## config.mk

```make
export PLATFORM = sky130hd
export DESIGN_NAME = port_wr_sram_selector_flat
export DESIGN_NICKNAME = d
export VERILOG_FILES = /design/src/rtl/port_wr_sram_selector_if.sv /design/src/rtl/port_wr_sram_selector.sv /design/src/flat_wrapper.sv
export SDC_FILE = /design/constraint.sdc
export NUM_CORES = 1
export LEC_CHECK = 0
export ABC_CLOCK_PERIOD_IN_PS = 3600
export BUFFER_PORTS_ARGS = -buffer_cell sky130_fd_sc_hd__buf_2
export CELL_PAD_IN_SITES_DETAIL_PLACEMENT = 1
export CELL_PAD_IN_SITES_GLOBAL_PLACEMENT = 1
export CORE_ASPECT_RATIO = 1.75
export CORE_MARGIN = 2
export CORE_UTILIZATION = 38
export DETAILED_ROUTE_END_ITERATION = 10
export PLACE_DENSITY_LB_ADDON = 0.1
export SKIP_LAST_GASP = 1
export SLEW_MARGIN = 0
export SYNTH_ARGS = -nofsm -noshare
export SYNTH_HDL_FRONTEND = slang
export SYNTH_SLANG_ARGS = --single-unit
export TNS_END_PERCENT = 20
```

## constraint.sdc

```tcl
create_clock -name clk -period 3.6 [get_ports clk]
set_input_delay 0.36 -clock clk [delete_from_list [all_inputs] [get_ports clk]]
set_output_delay 0.36 -clock clk [all_outputs]
set_load 0.01 [all_outputs]
```

## src/rtl/port_wr_sram_selector_if.sv

```systemverilog
// Request/candidate/result bundle for the port write SRAM selector.
// slave: the selector; master: the requester that also feeds the candidate stream.
interface port_wr_sram_selector_if #(
  parameter int unsigned IDX_W   = 5,
  parameter int unsigned LEN_W   = 9,
  parameter int unsigned SPACE_W = 11,
  parameter int unsigned AMT_W   = 9,
  parameter int unsigned TICK_W  = 8
);
  logic [TICK_W-1:0]  match_threshold;
  logic [TICK_W-1:0]  match_timeout;
  logic               match_mode;
  logic [LEN_W-1:0]   new_length;
  logic               match_enable;
  logic               match_suc;
  logic               match_fail;
  logic [IDX_W-1:0]   matching_sram;
  logic               accessible;
  logic [SPACE_W-1:0] free_space;
  logic [AMT_W-1:0]   packet_amount;
  logic [IDX_W-1:0]   matched_sram;
  logic [SPACE_W-1:0] best_metric;
  logic               update_matched_sram;

  modport master (
    output match_threshold, match_timeout, match_mode, new_length, match_enable,
    output matching_sram, accessible, free_space, packet_amount,
    input  match_suc, match_fail, matched_sram, best_metric, update_matched_sram
  );

  modport slave (
    input  match_threshold, match_timeout, match_mode, new_length, match_enable,
    input  matching_sram, accessible, free_space, packet_amount,
    output match_suc, match_fail, matched_sram, best_metric, update_matched_sram
  );
endinterface

```

## src/rtl/port_wr_sram_selector.sv

```systemverilog
// Scans a stream of SRAM candidates and keeps the best one for a pending packet write.
// Define PORT_WR_SRAM_TIMEOUT_EN to enable the match_timeout fail path.
module port_wr_sram_selector #(
  parameter int unsigned NUM_SRAM = 32,
  parameter int unsigned IDX_W    = 5,
  parameter int unsigned LEN_W    = 9,
  parameter int unsigned SPACE_W  = 11,
  parameter int unsigned AMT_W    = 9,
  parameter int unsigned TICK_W   = 8
) (
  input logic                    clk,
  input logic                    rst,
  port_wr_sram_selector_if.slave bus
);

  localparam int unsigned CmpW = (LEN_W > SPACE_W) ? LEN_W : SPACE_W;

  typedef enum logic [1:0] {StIdle, StScan, StDone, StWaitRel} state_e;

  state_e             state_q, state_d;
  logic [TICK_W-1:0]  tick_q, tick_d;
  logic               found_q, found_d;
  logic [SPACE_W-1:0] best_q, best_d;
  logic [IDX_W-1:0]   matched_q, matched_d;
  logic               mode_q, mode_d;
  logic [LEN_W-1:0]   len_q, len_d;

  logic [SPACE_W-1:0] metric;
  logic               space_ok;
  logic               in_range;
  logic               qualify;
  logic               timeout_hit;

  assign metric   = mode_q ? bus.free_space : SPACE_W'(bus.packet_amount);
  assign space_ok = CmpW'(bus.free_space) >= CmpW'(len_q);
  assign in_range = 32'(bus.matching_sram) < NUM_SRAM;
  // >= on the metric makes ties go to the later candidate.
  assign qualify  = (state_q == StScan) && bus.match_enable && bus.accessible &&
                    in_range && space_ok && (metric >= best_q);

`ifdef PORT_WR_SRAM_TIMEOUT_EN
  assign timeout_hit = !found_q && (tick_q == bus.match_timeout);
`else
  logic unused_timeout;
  assign unused_timeout = ^bus.match_timeout;
  assign timeout_hit    = 1'b0;
`endif

  always_ff @(posedge clk or posedge rst) begin
    if (rst) begin
      state_q   <= StIdle;
      tick_q    <= '0;
      found_q   <= 1'b0;
      best_q    <= '0;
      matched_q <= '0;
      mode_q    <= 1'b0;
      len_q     <= '0;
    end else begin
      state_q   <= state_d;
      tick_q    <= tick_d;
      found_q   <= found_d;
      best_q    <= best_d;
      matched_q <= matched_d;
      mode_q    <= mode_d;
      len_q     <= len_d;
    end
  end

  always_comb begin
    state_d = state_q;
    unique case (state_q)
      StIdle:    if (bus.match_enable) state_d = StScan;
      StScan: begin
        if (!bus.match_enable) begin
          state_d = StIdle;
        end else if (found_q && (tick_q >= bus.match_threshold)) begin
          state_d = StDone;
        end else if (timeout_hit) begin
          state_d = StDone;
        end
      end
      StDone:    state_d = StWaitRel;
      StWaitRel: if (!bus.match_enable) state_d = StIdle;
      default:   state_d = StIdle;
    endcase
  end

  always_comb begin
    tick_d    = tick_q;
    found_d   = found_q;
    best_d    = best_q;
    matched_d = matched_q;
    mode_d    = mode_q;
    len_d     = len_q;
    if (state_q == StIdle) begin
      // matched_sram deliberately survives into the next scan until a candidate qualifies.
      tick_d  = '0;
      found_d = 1'b0;
      best_d  = '0;
      if (bus.match_enable) begin
        mode_d = bus.match_mode;
        len_d  = bus.new_length;
      end
    end else if (state_q == StScan) begin
      if (!bus.match_enable) begin
        tick_d  = '0;
        found_d = 1'b0;
        best_d  = '0;
      end else begin
        if (tick_q != '1) tick_d = tick_q + TICK_W'(1);
        if (qualify) begin
          found_d   = 1'b1;
          best_d    = metric;
          matched_d = bus.matching_sram;
        end
      end
    end
  end

  // DONE is reached with found set only on success, so found selects the pulse.
  always_comb begin
    bus.match_suc           = (state_q == StDone) && found_q;
`ifdef PORT_WR_SRAM_TIMEOUT_EN
    bus.match_fail          = (state_q == StDone) && !found_q;
`else
    bus.match_fail          = 1'b0;
`endif
    bus.update_matched_sram = qualify;
  end

  assign bus.matched_sram = matched_q;
  assign bus.best_metric  = best_q;

endmodule

```

## src/flat_wrapper.sv

```systemverilog
// flat-port wrapper written by rule: the top's interface ports become plain ports
module port_wr_sram_selector_flat 
#(
  parameter int unsigned NUM_SRAM = 32,
  parameter int unsigned IDX_W    = 5,
  parameter int unsigned LEN_W    = 9,
  parameter int unsigned SPACE_W  = 11,
  parameter int unsigned AMT_W    = 9,
  parameter int unsigned TICK_W   = 8
)
  (clk, rst, bus_match_threshold, bus_match_timeout, bus_match_mode, bus_new_length, bus_match_enable, bus_matching_sram, bus_accessible, bus_free_space, bus_packet_amount, bus_match_suc, bus_match_fail, bus_matched_sram, bus_best_metric, bus_update_matched_sram);
  port_wr_sram_selector_if #(.IDX_W(IDX_W), .LEN_W(LEN_W), .SPACE_W(SPACE_W), .AMT_W(AMT_W), .TICK_W(TICK_W)) bus_i ();
  input logic clk;
  input logic rst;
  input wire logic [$bits(bus_i.match_threshold)-1:0] bus_match_threshold;
  input wire logic [$bits(bus_i.match_timeout)-1:0] bus_match_timeout;
  input wire logic [$bits(bus_i.match_mode)-1:0] bus_match_mode;
  input wire logic [$bits(bus_i.new_length)-1:0] bus_new_length;
  input wire logic [$bits(bus_i.match_enable)-1:0] bus_match_enable;
  input wire logic [$bits(bus_i.matching_sram)-1:0] bus_matching_sram;
  input wire logic [$bits(bus_i.accessible)-1:0] bus_accessible;
  input wire logic [$bits(bus_i.free_space)-1:0] bus_free_space;
  input wire logic [$bits(bus_i.packet_amount)-1:0] bus_packet_amount;
  output wire logic [$bits(bus_i.match_suc)-1:0] bus_match_suc;
  output wire logic [$bits(bus_i.match_fail)-1:0] bus_match_fail;
  output wire logic [$bits(bus_i.matched_sram)-1:0] bus_matched_sram;
  output wire logic [$bits(bus_i.best_metric)-1:0] bus_best_metric;
  output wire logic [$bits(bus_i.update_matched_sram)-1:0] bus_update_matched_sram;
  assign bus_i.match_threshold = bus_match_threshold;
  assign bus_i.match_timeout = bus_match_timeout;
  assign bus_i.match_mode = bus_match_mode;
  assign bus_i.new_length = bus_new_length;
  assign bus_i.match_enable = bus_match_enable;
  assign bus_i.matching_sram = bus_matching_sram;
  assign bus_i.accessible = bus_accessible;
  assign bus_i.free_space = bus_free_space;
  assign bus_i.packet_amount = bus_packet_amount;
  assign bus_match_suc = bus_i.match_suc;
  assign bus_match_fail = bus_i.match_fail;
  assign bus_matched_sram = bus_i.matched_sram;
  assign bus_best_metric = bus_i.best_metric;
  assign bus_update_matched_sram = bus_i.update_matched_sram;
  port_wr_sram_selector #(.NUM_SRAM(NUM_SRAM), .IDX_W(IDX_W), .LEN_W(LEN_W), .SPACE_W(SPACE_W), .AMT_W(AMT_W), .TICK_W(TICK_W)) u_core (.clk(clk), .rst(rst), .bus(bus_i));
endmodule
```

Word-level counts from Yosys, hierarchy flattened
Cells that the tools add are included.

cells by class
  reductions and logical operators = 13
  multiplexer cells = 18
  bitwise gates (word level) = 1
  add/subtract/negate cells = 1
  order comparisons = 3
  equal/unequal tests = 9

operator list
  operator                                                               count
  11-bit two-way mux                                                     5
  8-bit two-way mux                                                      4
  11-bit >= comparator                                                   1
  11-bit by 9-bit >= comparator with 1-bit output                        1
  8-bit by 1-bit adder with 8-bit output, second input constant          1
  8-bit >= comparator                                                    1
  2-bit two-way mux                                                      4
  8-bit != test, second input constant                                   1
  2-bit case mux with 4 select lines                                     1
  1-bit logical AND                                                      6
  3-bit by 1-bit != test with 1-bit output, second input constant        2
  2-bit AND reduction                                                    3
  2-bit equality test, second input constant                             2
  1-bit two-way mux                                                      4
  2-bit != test, second input constant                                   2
  4-bit AND reduction                                                    1
  3-bit by 2-bit != test with 1-bit output, second input constant        1
  3-bit AND reduction                                                    1
  2-bit by 1-bit equality test with 1-bit output, second input constant  1
  2-bit zero test                                                        1
  2-bit nonzero test                                                     1
  1-bit inverter                                                         1

storage, ports and cells
  register bits after elaboration = 37
  output and inout bits = 19
  input port bits = 55

Depth between registers and ports, before layout
  depth after elaboration = 9
  depth in mapped cells = 11
  mapped depth without buffers = 9

Worst setup path before layout
OpenSTA, ideal clock, no wires.

  path kind = flip-flop to output port
  start point = register u_core.mode_q
  end point = output port bus_update_matched_sram
  data required time = 3.240 ns
  cell stages (with the launch flop) = 11
  slack = 0.770 ns
  arrival = 2.470 ns
  cell sequence = dfrtp_1 > buf_1 > mux2i_1 > inv_1 > ha_1 > a211oi_1 > nor2_1 > o311a_1 > o221ai_4 > buf_6 > inv_1

between the ends
  word-level cells in the longest chain between the ends = 3

ends and longest elaborated chain
  what                    RTL line                     text
  from (decl)             port_wr_sram_selector.sv:25  logic mode_q, mode_d;
  from (signal assigned)  port_wr_sram_selector.sv:64  mode_q <= mode_d;
  11-bit two-way mux      port_wr_sram_selector.sv:34  assign metric = mode_q ? bus.free_space : SPACE_W'(bus.packet_amount);
  11-bit >= comparator    port_wr_sram_selector.sv:39  in_range && space_ok && (metric >= best_q);
  1-bit logical AND       port_wr_sram_selector.sv:39
  to (decl)               flat_wrapper.sv:28           output wire logic [$bits(bus_i.update_matched_sram)-1:0] bus_update_matched_sram;

No other way between the ends.

Worst setup path after layout
Ends and elaborated chain as after synthesis.

==> impl_metrics.yaml <==
logic_synthesis:
  synth-xor-area-share_pct: 0
  async_flop_share_pct: 100
  synth_top_family_by_area: "compound AO/OA/AOI/OAI gates"
  synth_compound_area_share_pct: 17.7
  seq_area_frac_synth_pct: 38.7
  yosysWarnings: 0
  syn_avg_cell_area_sq_um: 9.23
  synth_cell_type_count: 41
  synth_edf_count: 0
  synthAdderAreaFrac_pct: 15.2
  syn_area_sq_um: 2390
  syn_inst: 259
  synth_ff_type: "dfrtp_1"
  ys_ff_latch: 37
  syn-num-nets: 343
  synthMuxAreaShare_pct: 7.54
  synthSimpleGateAreaFrac_pct: 12.4
layout:
  drive_gt1_share_pct: 27.2
  syn_to_final_growth_pct: 20.3
  final_util_pct: 46.9
  final_nets: 410
  final_cell_mix: "buf_2 (64), inv_1 (41), dfrtp_1 (37)"
  final_common_cell: "buf_2"
  n_antenna_cell: 0
pwr:
  p_total_mw: 1.10
  p_seq_share_pct: 45.6
  power.net_switching_mw: 0.352
  clkPwrFrac_pct: 26.4
  intPower_mw: 0.746
  ir_drop_mv: 0.219
  p_per_area_nw_per_um2: 382
  p_sw_share_pct: 32.1
  p_leak_nw: 1.56
  pwr-share-comb_pct: 28.0
setup_path:
  cp-end-kind: "primary output"
  r2r_start: "u_core.mode_q$_DFFE_PP0P_"
  cp_max_fo: 12
  path_class: "flop to primary output"
  r2r_slack_ns: 0.68
  cp.arrival_ns: 2.91
  start_kind: "flop"
  reg2reg_depth: 9
  rr_endpoint: "u_core.bus.best_metric[4]$_DFFE_PP0P_"
  cp.required_ns: 3.24
place:
  gp_congestion: 0.805
  dp_hpwl_um: 4950
  port_buffers: 64
timing:
  relSlewSlack_pct: 39.1
  post-route-period-util_pct: 90.7
  clock_skew_ns: 0.00453
  max_clock_freq_mhz: 306
  rsz0062_at_grt: "false"
  fin_tns_setup_ns: 0
  tightest_slew_ns: 0.910
  slew_violations: 0
  whs_ns: 0.179
  finalSetupViolations: 0
  min_period_ns: 3.27
  hold_viol: 0
floorplanning:
  core_area_sq_um: 6130
  rows: 38
  die_y_um: 109
  die_area_sq_um: 6960
  start_util_pct: 39.0
  io_pins: 74
  die_w_um: 63.9
drt:
  viasPerCell: 5.08
  wl_per_cell_um: 15.0
  drtAntennaViolNets: 0
  wirelength_um: 6100
  drc_errors: 0
  num_vias: 2069
  firstDrtPassIters: 4
  drtIter0Drc: 61
clock_tree:
  clockBufferDepth: 2
  post_cts_buffers: 0
  clockRootBuffer: "clkbuf_8"
  cts.repair.resized: 0
  cts.reportedPaths.clkPinSlew_ns: 0.08
  worstSkewPairLatency_ns: 0.29
  tritoncts: "built"
  clock_sink_count: 37
  cts_inserted_buffers: 5
  hold_buffers: 0
  htree_levels: 2
global_route:
  grt_antenna_before_repair: 0
  grt_start_max_net_pins: 38
  grtUsageMet2_pct: 38.2
  grt_pass1_vias: 2134
  grt_use_met3_pct: 2.58
  busiest_layer: "met2"
  grtUsageMet1_pct: 18.8
  grt_pass1_wl_um: 10100
  track_usage_pct: 18.9
  grt_overflow: 0
min_path:
  holdCritPathClass: "primary input to async pin"
job:
  maxCapViolations: 0
run_status:
  status: "finished, final reports clean"
-- worst max path at each step --
stage                                   start                      end  slack (ns)  cells past startpoint
floorplan           u_core.mode_q$_DFFE_PP0P_  bus_update_matched_sram        0.77                     10
global placement    u_core.mode_q$_DFFE_PP0P_  bus_update_matched_sram        0.60                      9
detailed placement  u_core.mode_q$_DFFE_PP0P_  bus_update_matched_sram        0.60                      9
CTS                 u_core.mode_q$_DFFE_PP0P_  bus_update_matched_sram        0.28                      9
global route        u_core.mode_q$_DFFE_PP0P_  bus_update_matched_sram        0.09                      9
finish              u_core.mode_q$_DFFE_PP0P_  bus_update_matched_sram        0.33                      9
-- routing by layer --
| layer | vias to the layer above | share of wire (%) |
|---|---|---|
| met1 | 1001 | 36 |
| li1 | 1018 | - |
| met3 | 6 | 3.5 |
| met5 | - | 0 |
| met2 | 44 | 58 |
| met4 | 0 | 1.9 |
-- flip-flops by register name, indices dropped and copies added (netlist names), named ones only --
| register | count |
|---|---|
| u_core.bus.matched_sram | 5 |
| u_core.state_q | 1 |
| u_core.len_q | 9 |
| u_core.bus.best_metric | 11 |
| u_core.mode_q | 1 |
| u_core.tick_q | 8 |
| u_core.found_q | 1 |
-- cell usage after synthesis (all sizes together), types with 2 or more instances --
| master | number | area, sq um |
|---|---|---|
| nand2 | 31 | 116 |
| dfrtp | 37 | 926 |
| o221ai | 3 | 43.8 |
| a21oi | 6 | 30.0 |
| nor2 | 11 | 43.8 |
| buf | 5 | 32.5 |
| and3 | 4 | 25.0 |
| inv | 42 | 158 |
| mux2 | 8 | 90.1 |
| a211oi | 2 | 15.0 |
| o211ai | 4 | 30.0 |
| clkbuf | 2 | 7.51 |
| nand3 | 4 | 20.0 |
| mux2i | 9 | 90.1 |
| o21ai | 35 | 175 |
| nand4 | 4 | 25.0 |
| nand3b | 2 | 15.0 |
| nand2b | 2 | 12.5 |
| ha | 29 | 363 |
| a21o | 5 | 38.8 |
-- power by group through the flow --
| stage | registers (mW) | logic [mW] | clock network, mW |
|---|---|---|---|
| floorplan | 0.516 | 0.187 | 0 |
| global placement | 0.508 | 0.304 | 0 |
| detailed placement | 0.510 | 0.314 | 0 |
| CTS | 0.502 | 0.316 | 0.301 |
| global route | 0.512 | 0.348 | 0.313 |
| finish | 0.501 | 0.307 | 0.290 |
-- cell families (layout without fill, tap and decap cells) --
group                      after synthesis  after routing
muxes                                   17             17
and+or+nand+nor                         63             63
adders and majority gates               29             29
AOI/OAI and AO/OA                       63             63
DFF                                     37             37
buffers and inverters                   49            117
other                                    1              1
-- worst max-delay path, stage by stage, from the launching register on --
cell and delay [ns]:
dfrtp_1 0.71, mux2i_1 0.32, inv_1 0.07, ha_1 0.29, a211oi_1 0.22, nor2_1 0.08
o311a_1 0.34, o221ai_4 0.37, inv_1 0.06, buf_2 0.14
-- layout make-up --
cell class	count	area, sq um
Multi-Input combinational cell	173	1270
Clock inverter	2	10.0
Timing Repair Buffer	67	343
Inverter	42	158
Tap cell	80	100
Clock buffer	6	72.6
Fill cell	754	3260
Sequential cell	37	926
-- through the flow --
stage	setup slack [ns]	cells	area, sq um
final	0.334	407	2880
after global routing	0.0908	407	2880
after global placement	0.602	399	2790
after CTS	0.275	407	2880
after detailed placement	0.599	399	2790
after floorplan	0.770	259	2390
(Power assumes the default switching activity.)
